--- src/rtl/clk_div_pkg.sv ---
// Shared definitions for the multi-channel clock divider: minimum period,
// configuration FSM states and the range-clamp helper.
package clk_div_pkg;

    localparam logic [31:0] DIV_MIN = 32'd2;

    typedef enum logic {
        IDLE      = 1'b0,
        WAIT_WRAP = 1'b1
    } cfg_state_e;

    // Works on 32-bit values so any channel width up to 32 bits can share it.
    function automatic logic [31:0] clampU32(input logic [31:0] value,
                                             input logic [31:0] lo,
                                             input logic [31:0] hi);
        if (value < lo) begin
            return lo;
        end
        if (value > hi) begin
            return hi;
        end
        return value;
    endfunction

endpackage

--- src/rtl/clk_div_channel.sv ---
// One divider channel: period, high count and counter, with registered
// clock and end-of-period tick outputs plus a load port for new settings.
module clk_div_channel
    import clk_div_pkg::*;
#(
    parameter int CNT_W       = 26,
    parameter int DEFAULT_DIV = 50000000
) (
    input  logic             clk_in,
    input  logic             reset,
    input  logic             enable_i,
    input  logic             load_i,
    input  logic [CNT_W-1:0] loadDiv_i,
    input  logic [CNT_W-1:0] loadHi_i,
    output logic             clk_out_o,
    output logic             tick_o,
    output logic             atWrap_o
);

    localparam logic [CNT_W-1:0] RESET_P  = CNT_W'(DEFAULT_DIV);
    localparam logic [CNT_W-1:0] RESET_HI = CNT_W'(DEFAULT_DIV >> 1);

    logic [CNT_W-1:0] period_q, period_d;
    logic [CNT_W-1:0] high_q, high_d;
    logic [CNT_W-1:0] cnt_q, cnt_d;
    logic             clk_q, clk_d;
    logic             tick_q, tick_d;

    assign atWrap_o  = (cnt_q == period_q - CNT_W'(1));
    assign clk_out_o = clk_q;
    assign tick_o    = tick_q;

    // A load only arrives at a wrap or while idle, so the period in progress
    // always finishes with the old settings and the new ones start at CNT=0.
    always_comb begin
        period_d = period_q;
        high_d   = high_q;
        cnt_d    = cnt_q;
        clk_d    = 1'b0;
        tick_d   = 1'b0;
        if (load_i) begin
            period_d = loadDiv_i;
            high_d   = loadHi_i;
        end
        if (!enable_i) begin
            cnt_d = period_d - CNT_W'(1);
        end else begin
            cnt_d  = atWrap_o ? '0 : cnt_q + CNT_W'(1);
            clk_d  = (cnt_d < high_q);
            tick_d = (cnt_d == period_q - CNT_W'(1));
        end
    end

    always_ff @(posedge clk_in or posedge reset) begin
        if (reset) begin
            period_q <= RESET_P;
            high_q   <= RESET_HI;
            cnt_q    <= RESET_P - CNT_W'(1);
            clk_q    <= 1'b0;
            tick_q   <= 1'b0;
        end else begin
            period_q <= period_d;
            high_q   <= high_d;
            cnt_q    <= cnt_d;
            clk_q    <= clk_d;
            tick_q   <= tick_d;
        end
    end

endmodule

--- src/rtl/clk_div_multi.sv ---
// Multi-channel clock divider with a single-slot, wrap-synchronised
// configuration port. Define DUTY_EN to add a programmable high count (cfg_duty).
module clk_div_multi
    import clk_div_pkg::*;
#(
    parameter int  NUM_CH      = 4,
    parameter int  CNT_W       = 26,
    parameter int  DEFAULT_DIV = 50000000,
    localparam int CH_W        = (NUM_CH > 1) ? $clog2(NUM_CH) : 1
) (
    input  logic              clk_in,
    input  logic              reset,
    input  logic [NUM_CH-1:0] enable,
    input  logic              cfg_valid,
    output logic              cfg_ready,
    input  logic [CH_W-1:0]   cfg_ch,
    input  logic [CNT_W-1:0]  cfg_div,
`ifdef DUTY_EN
    input  logic [CNT_W-1:0]  cfg_duty,
`endif
    output logic [NUM_CH-1:0] clk_out,
    output logic [NUM_CH-1:0] tick
);

    cfg_state_e       state_q, state_d;
    logic [CH_W-1:0]  pendCh_q, pendCh_d;
    logic [CNT_W-1:0] pendDiv_q, pendDiv_d;
    logic [CNT_W-1:0] pendHi_q, pendHi_d;
    logic [CNT_W-1:0] divNew;
    logic [CNT_W-1:0] hiNew;
    logic [NUM_CH-1:0] load;
    logic [NUM_CH-1:0] atWrap;
    logic             applyNow;
    logic             targetValid;
    logic             targetEn;
    logic             targetWrap;

    assign cfg_ready = (state_q == IDLE);
    assign divNew    = CNT_W'(clampU32(32'(cfg_div), DIV_MIN, 32'hFFFF_FFFF));
`ifdef DUTY_EN
    assign hiNew     = CNT_W'(clampU32(32'(cfg_duty), 32'd1, 32'(divNew) - 32'd1));
`else
    assign hiNew     = divNew >> 1;
`endif

    // Out-of-range channel numbers (NUM_CH not a power of two) match nothing
    // and are simply dropped.
    always_comb begin
        targetValid = 1'b0;
        targetEn    = 1'b0;
        targetWrap  = 1'b0;
        for (int i = 0; i < NUM_CH; i++) begin
            if (pendCh_q == CH_W'(i)) begin
                targetValid = 1'b1;
                targetEn    = enable[i];
                targetWrap  = atWrap[i];
            end
        end
    end

    always_comb begin
        state_d   = state_q;
        pendCh_d  = pendCh_q;
        pendDiv_d = pendDiv_q;
        pendHi_d  = pendHi_q;
        applyNow  = 1'b0;
        case (state_q)
            IDLE: begin
                if (cfg_valid) begin
                    state_d   = WAIT_WRAP;
                    pendCh_d  = cfg_ch;
                    pendDiv_d = divNew;
                    pendHi_d  = hiNew;
                end
            end
            WAIT_WRAP: begin
                if (!targetValid) begin
                    state_d = IDLE;
                end else if (!targetEn || targetWrap) begin
                    applyNow = 1'b1;
                    state_d  = IDLE;
                end
            end
            default: state_d = IDLE;
        endcase
    end

    always_comb begin
        load = '0;
        for (int i = 0; i < NUM_CH; i++) begin
            load[i] = applyNow && (pendCh_q == CH_W'(i));
        end
    end

    always_ff @(posedge clk_in or posedge reset) begin
        if (reset) begin
            state_q   <= IDLE;
            pendCh_q  <= '0;
            pendDiv_q <= '0;
            pendHi_q  <= '0;
        end else begin
            state_q   <= state_d;
            pendCh_q  <= pendCh_d;
            pendDiv_q <= pendDiv_d;
            pendHi_q  <= pendHi_d;
        end
    end

    for (genvar g = 0; g < NUM_CH; g++) begin : g_ch
        clk_div_channel #(
            .CNT_W       (CNT_W),
            .DEFAULT_DIV (DEFAULT_DIV)
        ) u_channel (
            .clk_in    (clk_in),
            .reset     (reset),
            .enable_i  (enable[g]),
            .load_i    (load[g]),
            .loadDiv_i (pendDiv_q),
            .loadHi_i  (pendHi_q),
            .clk_out_o (clk_out[g]),
            .tick_o    (tick[g]),
            .atWrap_o  (atWrap[g])
        );
    end

endmodule

--- config.mk ---
export PLATFORM = sky130hd
export DESIGN_NAME = clk_div_multi
export DESIGN_NICKNAME = d
export VERILOG_FILES = /design/src/rtl/clk_div_pkg.sv /design/src/rtl/clk_div_channel.sv /design/src/rtl/clk_div_multi.sv
export SDC_FILE = /design/constraint.sdc
export NUM_CORES = 1
export LEC_CHECK = 0
export ABC_CLOCK_PERIOD_IN_PS = 18100
export BUFFER_PORTS_ARGS = -buffer_cell sky130_fd_sc_hd__buf_2
export CAP_MARGIN = 10
export CORE_UTILIZATION = 60
export DETAILED_ROUTE_END_ITERATION = 12
export GPL_TIMING_DRIVEN = 1
export PLACE_DENSITY = 0.77
export SLEW_MARGIN = 25
export SYNTH_ARGS = -nofsm -noshare
export SYNTH_HDL_FRONTEND = slang
export SYNTH_HIERARCHICAL = 1
export SYNTH_SLANG_ARGS = --single-unit
--- constraint.sdc ---
create_clock -name clk_in -period 18.1 [get_ports clk_in]
set_input_delay 0.905 -clock clk_in [delete_from_list [all_inputs] [get_ports clk_in]]
set_output_delay 0.905 -clock clk_in [all_outputs]
set_load 0.005 [all_outputs]
Word level (Yosys, flattened, before mapping)
Index checks and enable logic that the tools add are counted.
- register bits after elaboration: 370
- latch bits: 0
- RAM bits: 0
- ROM bits: 0
- bits of input ports: 35
- output and inout bits: 9
- logic and storage cells: 103
- memories: 0
- add/subtract/negate cells: 12
- multiply operators: 0
- divide/modulo/power cells: 0
- magnitude comparators: 5
- equal/unequal tests: 11
- shift-type cells: 0
- mux-type cells: 42
- bitwise logic cells: 1
- reductions and logical operators: 8
- operator list (cell ; count):
    26-bit two-way mux ; 14
    26-bit equality test ; 8
    26-bit by 1-bit subtractor with 26-bit output, second input constant ; 8
    26-bit by 1-bit adder with 26-bit output, second input constant ; 4
    26-bit by 25-bit < comparator with 1-bit output ; 4
    1-bit two-way mux ; 27
    26-bit by 2-bit < comparator with 1-bit output, second input constant ; 1
    2-bit equality test, second input constant ; 2
    1-bit logical AND ; 4
    2-bit by 1-bit equality test with 1-bit output, second input constant ; 1
    2-bit zero test ; 1
    1-bit case mux with 2 select lines ; 1
    2-bit AND reduction ; 1
    1-bit zero test ; 1
    1-bit logical OR ; 1
    1-bit inverter ; 1

Depth between registers and ports, before layout
Gate-level depths: netlist of run 1.
- depth in word-level cells: 14
- mapped depth: 28
- depth with buffers taken out: 22

By module
The synthesis of run 1 kept the hierarchy.
- by module, submodules not included (module ; times used ; cells each ; area each (µm²) ; seq. area each (µm²)):
    clk_div_channel (g_ch[2].u_channel) ; 1 ; 767 ; 6561.3 ; 2054.5
    clk_div_channel (g_ch[3].u_channel) ; 1 ; 774 ; 6553.8 ; 2054.5
    clk_div_channel (g_ch[0].u_channel) ; 1 ; 759 ; 6468.7 ; 2054.5
    clk_div_channel (g_ch[1].u_channel) ; 1 ; 752 ; 6328.6 ; 2054.5
    clk_div_multi ; 1 ; 88 ; 1341.3 ; 725.7

Least setup slack after synthesis of run 1
OpenSTA, ideal clock, no wires.
- path kind: reg2reg
- from: register g_ch[0].u_channel.period_q[0]
- to: register g_ch[0].u_channel.cnt_q[24]
- setup time: 125 ps
- arrival: 6420 ps
- data required time: 17975 ps
- setup slack: 11555 ps
- stages on the path, launching flop included: 28
- buffers on the path: 7
- period minus slack after synthesis: 6545 ps
- cell sequence: dfrtp_1 buf_6 inv_1 ha_1 clkbuf_1 nor4b_4 nor2b_1 xnor2_1 o21ai_0 a2111o_1 nor4_4 nand2_4 inv_1 buf_2 nor4b_1 nor4_1 buf_1 clkbuf_1 clkbuf_1 clkbuf_1 o21ai_0 inv_1 ha_1 and3_1 nand3_1 nor2_1 xor2_1 mux2_2
- longest elaborated chain between the ends: 14
- elaborated cells between the ends (all ways): 15
- classes of those cells: add/sub: 2; eq/ne: 1; mux: 10; reduce/logical: 2
- RTL lines (item ; RTL line ; RTL):
    from (decl) ; clk_div_channel.sv:23 ; logic [CNT_W-1:0] period_q, period_d;
    from (signal assigned) ; clk_div_channel.sv:62 ; period_q <= period_d;
    26-bit by 1-bit subtractor with 26-bit output ; clk_div_channel.sv:29 ; assign atWrap_o = (cnt_q == period_q - CNT_W'(1));
    26-bit equality test ; clk_div_channel.sv:29 ;
    net atWrap[0] ; clk_div_multi.sv:32 ; logic [NUM_CH-1:0] atWrap;
    1-bit two-way mux (4 in a row) ; clk_div_multi.sv:53 ; if (pendCh_q == CH_W'(i)) begin
    1-bit logical OR ; clk_div_multi.sv:79 ; end else if (!targetEn || targetWrap) begin
    1-bit two-way mux ; clk_div_multi.sv:79 ;
    1-bit two-way mux ; clk_div_multi.sv:77 ; if (!targetValid) begin
    1-bit two-way mux ; clk_div_multi.sv:67 ; case (state_q)
    1-bit logical AND ; clk_div_multi.sv:91 ; load[i] = applyNow && (pendCh_q == CH_W'(i));
    net load[0] ; clk_div_multi.sv:31 ; logic [NUM_CH-1:0] load;
    26-bit two-way mux ; clk_div_channel.sv:41 ; if (load_i) begin
    net g_ch[0].u_channel.period_d[0] ; clk_div_channel.sv:23 ;
    26-bit by 1-bit subtractor with 26-bit output ; clk_div_channel.sv:46 ; cnt_d = period_d - CNT_W'(1);
    26-bit two-way mux ; clk_div_channel.sv:45 ; if (!enable_i) begin
    net g_ch[0].u_channel.cnt_d[24] ; clk_div_channel.sv:25 ; logic [CNT_W-1:0] cnt_q, cnt_d;
    to (signal assigned) ; clk_div_channel.sv:58 ; cnt_q <= RESET_P - CNT_W'(1);
    to (signal assigned) ; clk_div_channel.sv:64 ; cnt_q <= cnt_d;
    to (decl) ; clk_div_channel.sv:25 ;
The timed path passes the listed nets, and every way through them passes these cells.
A chain may end at the register's enable or synchronous reset.

Worst setup path in the final report of run 1
- from: register g_ch[0].u_channel.period_q[0]
- to: register g_ch[0].u_channel.cnt_q[25]
- longest elaborated chain between the ends: 14
- elaborated cells between the ends (all ways): 15
- classes of those cells: add/sub: 2; eq/ne: 1; mux: 10; reduce/logical: 2
- RTL lines (item ; RTL line):
    26-bit by 1-bit subtractor with 26-bit output ; clk_div_channel.sv:29
    26-bit equality test ; clk_div_channel.sv:29
    net atWrap[0] ; clk_div_multi.sv:32
    1-bit two-way mux (4 in a row) ; clk_div_multi.sv:53
    1-bit logical OR ; clk_div_multi.sv:79
    1-bit two-way mux ; clk_div_multi.sv:79
    1-bit two-way mux ; clk_div_multi.sv:77
    1-bit two-way mux ; clk_div_multi.sv:67
    1-bit logical AND ; clk_div_multi.sv:91
    net load[0] ; clk_div_multi.sv:31
    26-bit two-way mux ; clk_div_channel.sv:41
    26-bit by 1-bit subtractor with 26-bit output ; clk_div_channel.sv:46
    26-bit two-way mux ; clk_div_channel.sv:45
    net g_ch[0].u_channel.cnt_d[25] ; clk_div_channel.sv:25
The timed path passes the listed nets, and every way through them passes these cells.

==> results of run 1 <==
[sequential cells by signal, indices dropped and copies added (netlist names)]
signal	flops
g_ch.u_channel/cnt_q	104
g_ch.u_channel/high_q	104
g_ch.u_channel/period_q	104
pendDiv_q	26
g_ch.u_channel/clk_out_o	4
g_ch.u_channel/tick_o	4
pendCh_q	2
state_q	1
[critical path: cells and delay by family (launching register included)]
family                     cells  cell delay [ns]
adders and majority gates      1             0.31
xor gates and xnor gates       1             0.11
buffers and inverters          4             1.56
and+or+nand+nor               14             3.93
muxes                          2             0.77
AOI/OAI and AO/OA              1             0.18
DFF                            1             0.48
[layout make-up]
cell class                      count  area, um^2  area share, %
Tap cell                          592       740.7          2.541
Clock buffer                       61        1171          4.017
Multi-Input combinational cell   2427       16870          57.89
Inverter                          204       770.7          2.644
Timing Repair Buffer               67       430.4          1.476
Sequential cell                   349        8944          30.68
Clock inverter                     13       215.2         0.7382
Antenna cell                        2       5.005        0.01717
[power breakdown]
| part | total (mW) | internal [mW] | switching [mW] |
|---|---|---|---|
| logic | 3.38 | 1.44 | 1.94 |
| registers | 2.10 | 1.31 | 0.782 |
| clock network | 0.866 | 0.521 | 0.345 |
[final timing paths]
check                      cells after the start                            to                           from
hold reg to reg                                2  g_ch[1].u_channel/high_q[13]   g_ch[1].u_channel/high_q[13]
max in group asynchronous                      3    g_ch[1].u_channel/cnt_q[7]                          reset
setup / recovery                              23   g_ch[0].u_channel/cnt_q[25]  g_ch[0].u_channel/period_q[0]
min in group clk_in                            2  g_ch[1].u_channel/high_q[13]   g_ch[1].u_channel/high_q[13]
hold / removal                                 3                       state_q                          reset
setup reg to reg                              23   g_ch[0].u_channel/cnt_q[25]  g_ch[0].u_channel/period_q[0]
[metal layers]
layer | global-route usage [%] | part of all wire, % | wire length (um)
met5 | 0 | 0 | 0
met4 | 13.85 | 3.8 | 3230
met3 | 6.270 | 9.0 | 7711
met2 | 56.09 | 43 | 37370
met1 | 53.08 | 44 | 37800
[through the flow]
stage | instance area (um^2) | setup slack, ns | cells | power [mW]
global placement | 27710 | 10.97 | 3638 | 5.224
detailed placement | 27710 | 10.84 | 3638 | 5.323
finish | 29150 | 10.65 | 3715 | 6.343
floorplan | 27260 | 11.56 | 3143 | 4.305
global route | 29150 | 10.07 | 3713 | 6.729
CTS | 29100 | 10.76 | 3712 | 6.235
[synthesized netlist by cell type (8+ instances only)]
cell type / number / area, um^2
a211oi_1: 11 / 82.58
a21o_1: 35 / 262.8
a21oi_1: 77 / 385.4
a221oi_1: 14 / 122.6
a22oi_1: 10 / 75.07
a31oi_1: 11 / 68.82
and2_1: 35 / 219.0
and3_1: 24 / 150.1
and4_1: 16 / 140.1
buf_1: 16 / 60.06
buf_2: 21 / 105.1
clkbuf_1: 118 / 442.9
dfrtp_1: 181 / 4529
dfstp_2: 168 / 4414
ha_1: 112 / 1401
inv_1: 204 / 765.7
mux2_2: 87 / 979.7
mux2_4: 20 / 300.3
mux2i_1: 56 / 560.5
nand2_1: 314 / 1179
nand2b_1: 29 / 181.4
nand3_1: 95 / 475.5
nand3b_1: 17 / 127.6
nand4_1: 79 / 494.2
nor2_1: 245 / 919.6
nor2b_1: 48 / 300.3
nor3_1: 103 / 515.5
nor3b_1: 13 / 97.59
nor4_1: 65 / 406.6
nor4_2: 9 / 112.6
o2111ai_1: 10 / 87.58
o21a_1: 8 / 60.06
o21ai_0: 208 / 1041
o221ai_1: 21 / 183.9
o22ai_1: 14 / 87.58
o31ai_1: 18 / 135.1
or2_2: 15 / 93.84
or3_1: 36 / 225.2
or4_1: 30 / 225.2
xnor2_1: 256 / 2242
xnor3_1: 11 / 247.7
xor2_1: 120 / 1051
[logic make-up (layout without fill, tap and decap cells)]
logic type      Yosys count  after routing  share of synthesized area (%)
buf+inv                 367            345                          5.436
mux                     163            163                          6.753
other cells               1              6                        0.01376
fa+ha+maj               114            114                          5.215
compound gates          525            525                          12.64
flops                   349            349                          32.82
xor+xnor                390            390                          13.23
simple gates           1231           1231                          23.90
==> qor.yml, run 1 <==
status: "complete, no violations"
ys_types: 100
fmax_ghz: 0.1342
drc: 0
fin_crit_sh_pct: 41.17
avgViaCountPerCell: 6.501
cts_buffer_depth: 3
worst_ep_required_time_ns: 18.58
rsz0062_at_grt: "no"
layout_common_cells: "nand2_1, xnor2_1, nor2_1"
crit_chain: "inv_1 > ha_1 > nor4b_4 > nand4_1 > nor3_1 > o31a_1 > nand4b_1 > nor4_4 > buf_4 > nand2_4 > inv_1 > nor4b_1 > nor4_2 > buf_4 > mux2i_1 > nand4_1 > nor4_1 > nand3_1 > nor2_1 > nand2_1 > nor3_1 > xor2_1 > mux2_2"
dp_hpwl_um: 64180
grt_max_degree: 86
rows: 77
crit_arrival_ns: 7.93
yosys_warnings: 6
critPathKind: "reg -> reg"
postRouteAntennaNets: 0
cpPeakStageDelay_ns: 0.72
dieArea_um2: 46280
wl_um: 86120
cpMaxStageDelayCell: "buf_4"
die_y_um: 215.1
critPathLaunchType: "flop"
drv_slew: 0
hold_violations: 0
slew_headroom_pct: 26.71
drt_iter0_drc: 2832
postCtsSetupBuffers: 0
synth_area_um2: 27250
gr-total-overflow: 0
ys_dominant_reg_cell: "dfrtp_1"
p_leak_nw: 11.56
fin_nets: 3236
grt_pass1_wl_um: 134100
setup_viol: 0
cts_made_buffers: 40
gp_congestion: 1.010
min_path_type: "in -> async"
async_flop_share_pct: 100.0
htreeDepth: 2
netlist_instances: 3140
peakVddDrop_v: 0.0001397
cp_max_fo: 85
avgSynthCellArea_um2: 8.680
ys_seq_area_share_pct: 32.82
ios: 44
cts-root-buf: "clkbuf_16"
start_util_pct: 61.23
powerDensity_nw_per_um2: 217.6
reg2reg_setup_slack_ns: 10.65
finalCriticalPeriod_ns: 7.452
cts_tree: "yes"
fin_setup_tns_ns: 0
endpoint_kind: "flop"
fillers: 3655
wl_per_cell_um: 23.18
drive_above_1_share_pct: 15.38
die_w_um: 215.1
clkLatencyLatePin_ns: 0.58
cap_viol_max_count: 0
synth_edf_count: 0
cts_hold_buf: 0
grt_pass1_vias: 23320
core_um2: 44510
ys_ff_latch: 349
antenna_found_initial: 3
firstDrtPassIters: 8
path_clk_slew_ns: 0.06
holdWs_ns: 0.4823
portBuffers: 43
post_cts_resized: 0
dr_total_vias: 24150
clock-skew-final_ns: 0.03095
grt_usage_pct: 37.08
final_common_cell: "nand2_1"
final_core_util_pct: 65.49
cts_sinks: 349
area_growth_pct: 6.964
max_slew.worst_pin.slew_ns: 1.090
No activity file was read; power rests on OpenSTA's default activity.
==> run 2, diff against run 1 <==
--- a/config.mk
+++ b/config.mk
@@ -5,7 +5,7 @@
 export SDC_FILE = /design/constraint.sdc
 export NUM_CORES = 1
 export LEC_CHECK = 0
-export ABC_CLOCK_PERIOD_IN_PS = 18100
+export ABC_CLOCK_PERIOD_IN_PS = 7300
 export BUFFER_PORTS_ARGS = -buffer_cell sky130_fd_sc_hd__buf_2
 export CAP_MARGIN = 10
 export CORE_UTILIZATION = 60
==> constraint.sdc (replaced) <==
create_clock -name clk_in -period 7.3 [get_ports clk_in]
set_input_delay 0.365 -clock clk_in [delete_from_list [all_inputs] [get_ports clk_in]]
set_output_delay 0.365 -clock clk_in [all_outputs]
set_load 0.005 [all_outputs]
==> qor.yml, run 2 (synthesis gave the netlist of run 1 again) <==
die_w_um: 215.1  # unchanged
hold_violations: 0  # unchanged
crit_chain: "nor4_4 > nand4_1 > o211ai_1 > o2111ai_1 > or3_1 > nor4_1 > nand3_1 > inv_1 > and4bb_2 > nor4b_2 > buf_4 > mux2i_1 > ha_1 > nand2_1 > nor3_1 > nand2_1 > nor2_1 > nand2_1 > xnor2_1 > mux2_2"
grt_pass1_wl_um: 134900  # +0.54%
cap_viol_max_count: 0  # unchanged
hp-start: "cfg_ch[0]"
cts_buffer_depth: 3  # unchanged
reg2reg_to: "g_ch[1].u_channel/cnt_q[16]"
p_sw_mw: 7.592  # +150%
min_path_type: "in -> reg"
rows: 77  # unchanged
critPathLaunchType: "flop"
cp_max_fo: 11  # -87%
dp.cells: 3656  # +0.49%
crit_family: "simple AND/OR/NAND/NOR gates"
start_util_pct: 61.23  # unchanged
fmax_ghz: 0.1459  # +8.7%
p_leak_nw: 11.65  # +0.79%
ios: 44  # unchanged
htreeDepth: 2  # unchanged
cts-root-buf: "clkbuf_16"
grt_max_degree: 81  # -5.8%
final_common_cell: "nand2_1"
slew_headroom_pct: 30.89  # +4.2 points
max_slew.worst_pin.slew_ns: 1.028  # -0.06213 ns
multi_input_area_um2: 16870  # about the same
worst_ep_required_time_ns: 7.72  # -10.86 ns
path_clk_slew_ns: 0.06  # about the same
crit_arrival_ns: 7.28  # -0.65 ns
placedInstanceArea_um2: 27850  # +0.49%
fin_nets: 3255  # +0.59%
firstDrtPassIters: 6  # -2
layout_common_cells: "nand2_1, xnor2_1, nor2_1"
powerDensity_nw_per_um2: 535.5  # +150%
rsz0062_at_grt: "no"
setup_viol: 0  # unchanged
antenna_found_initial: 2  # -1
status: "complete, no violations"
drv_slew: 0  # unchanged
final_cells: 3732  # +0.46%
portBuffers: 43  # unchanged
postRouteAntennaNets: 0  # unchanged
clkLatencyLatePin_ns: 0.55  # -0.03 ns
wl_um: 85510  # -0.71%
fin_crit_sh_pct: 93.92  # +53 points
grt_pass1_vias: 23500  # +0.80%
swShare_pct: 48.47  # about the same
grt_usage_pct: 37.11  # about the same
top_regs: "g_ch.u_channel/cnt_q (104), g_ch.u_channel/high_q (104), g_ch.u_channel/period_q (104)"
endpoint_kind: "flop"
reg2reg_setup_slack_ns: 0.44  # -10.20 ns
power_frac_seq_pct: 32.7  # -0.3 points
fillers: 3651  # -0.11%
cts_sinks: 349  # unchanged
die_y_um: 215.1  # unchanged
core_um2: 44510  # unchanged
area_growth_pct: 7.309
cts_made_buffers: 40  # unchanged
rr_worst_depth: 20  # -13%
seqCellArea_um2: 8944  # unchanged
postCtsSetupBuffers: 0  # unchanged
peakVddDrop_v: 0.0003040  # +120%
gp_congestion: 1.009  # -0.14%
fin_setup_tns_ns: 0  # unchanged
hold_depth: 2
avgViaCountPerCell: 6.497  # about the same
dieArea_um2: 46280  # unchanged
finalCriticalPeriod_ns: 6.856  # -0.5962 ns
clock-skew-final_ns: 0.01276  # -0.01818 ns
critPathKind: "reg -> reg"
reg2reg_from: "g_ch[1].u_channel/period_q[3]"
cp_common_cell: "nand2_1"
wl_per_cell_um: 22.91  # -1.2%
cpPeakStageDelay_ns: 0.59  # -0.13 ns
internal_power_mw: 8.071  # +150%
p_total_mw: 15.66  # +150%
drc: 0  # unchanged
drive_above_1_share_pct: 16.02  # +0.64 points
critPathBufInv: 2  # -2
cts_tree: "yes"
clockPowerShare_pct: 13.1  # -0.6 points
pwr-share-comb_pct: 54.2  # +0.9 points
final_area_um2: 29250  # +0.32%
dr_total_vias: 24250  # +0.39%
min_to: "pendCh_q[0]"
gr-total-overflow: 0  # unchanged
dp_hpwl_um: 64870  # +1.1%
cpMaxStageDelayCell: "nor4_4"
drt_iter0_drc: 2723  # -3.8%
final_core_util_pct: 65.71  # +0.21 points
==> run 2: cell types whose count changed in the layout (fill, tap and decap cells not counted), sizes merged <==
| cell | delta |
|---|---|
| buf | +18 |
| bufinv | -2 |
| clkbuf | -5 |
| clkinv | +6 |
| diode | -1 |
| dlygate4sd3 | +1 |
==> run 2: power by group through the flow <==
stage / Clock [mW] / Combinational (mW) / Sequential [mW]
after floorplan: 0 / 6.76 / 3.91
after global placement: 0 / 8.00 / 4.98
after detailed placement: 0 / 8.22 / 5.01
after CTS: 2.08 / 8.32 / 5.00
after global routing: 2.16 / 9.29 / 5.20
final: 2.06 / 8.49 / 5.11
==> run 2: stage by stage <==
| step | worst slack, ns | hold slack (ns) |
|---|---|---|
| floorplan | 0.7553 | 0.4431 |
| global placement | 0.7231 | 0.4768 |
| detailed placement | 0.5901 | 0.4864 |
| CTS | 0.5436 | 0.05958 |
| global route | 0.01390 | 0.06705 |
| finish | 0.4439 | 0.07328 |
==> run 2: layer usage <==
layer	up-vias	track usage, %	wire length, um
met5	-	0	9
met4	2	15.08	3638
met3	180	5.478	8168
met2	1227	55.41	36890
met1	11790	53.81	36810
li1	11050	-	-
==> run 2: worst max-delay path by stage <==
stage	startpoint	endpoint	slack (ns)	depth (start not counted)
floorplan	g_ch[0].u_channel/period_q[0]	g_ch[0].u_channel/cnt_q[24]	0.76	27
global placement	g_ch[3].u_channel/period_q[0]	g_ch[3].u_channel/cnt_q[23]	0.72	20
detailed placement	g_ch[3].u_channel/period_q[0]	g_ch[3].u_channel/cnt_q[23]	0.59	20
CTS	g_ch[3].u_channel/period_q[0]	g_ch[3].u_channel/cnt_q[23]	0.54	20
global route	g_ch[1].u_channel/period_q[3]	g_ch[1].u_channel/cnt_q[16]	0.01	20
finish	g_ch[1].u_channel/period_q[3]	g_ch[1].u_channel/cnt_q[16]	0.44	20
==> run 2: final cells by class <==
class                           instances  share of cell area, %
Clock inverter                         17                 0.6546
Inverter                              204                  2.635
Clock buffer                           56                  3.936
Sequential cell                       349                  30.58
Timing Repair Buffer                   86                  1.968
Tap cell                              592                  2.533
Multi-Input combinational cell       2427                  57.68
Antenna cell                            1               0.008557
==> run 2: repair_timing <==
item | in CTS | in global routing
hold buffers | 1 | 0
endpoints found under the setup margin | 0 | 7
resized for setup | 0 | 1
hold endpoints to repair | 29 | 0
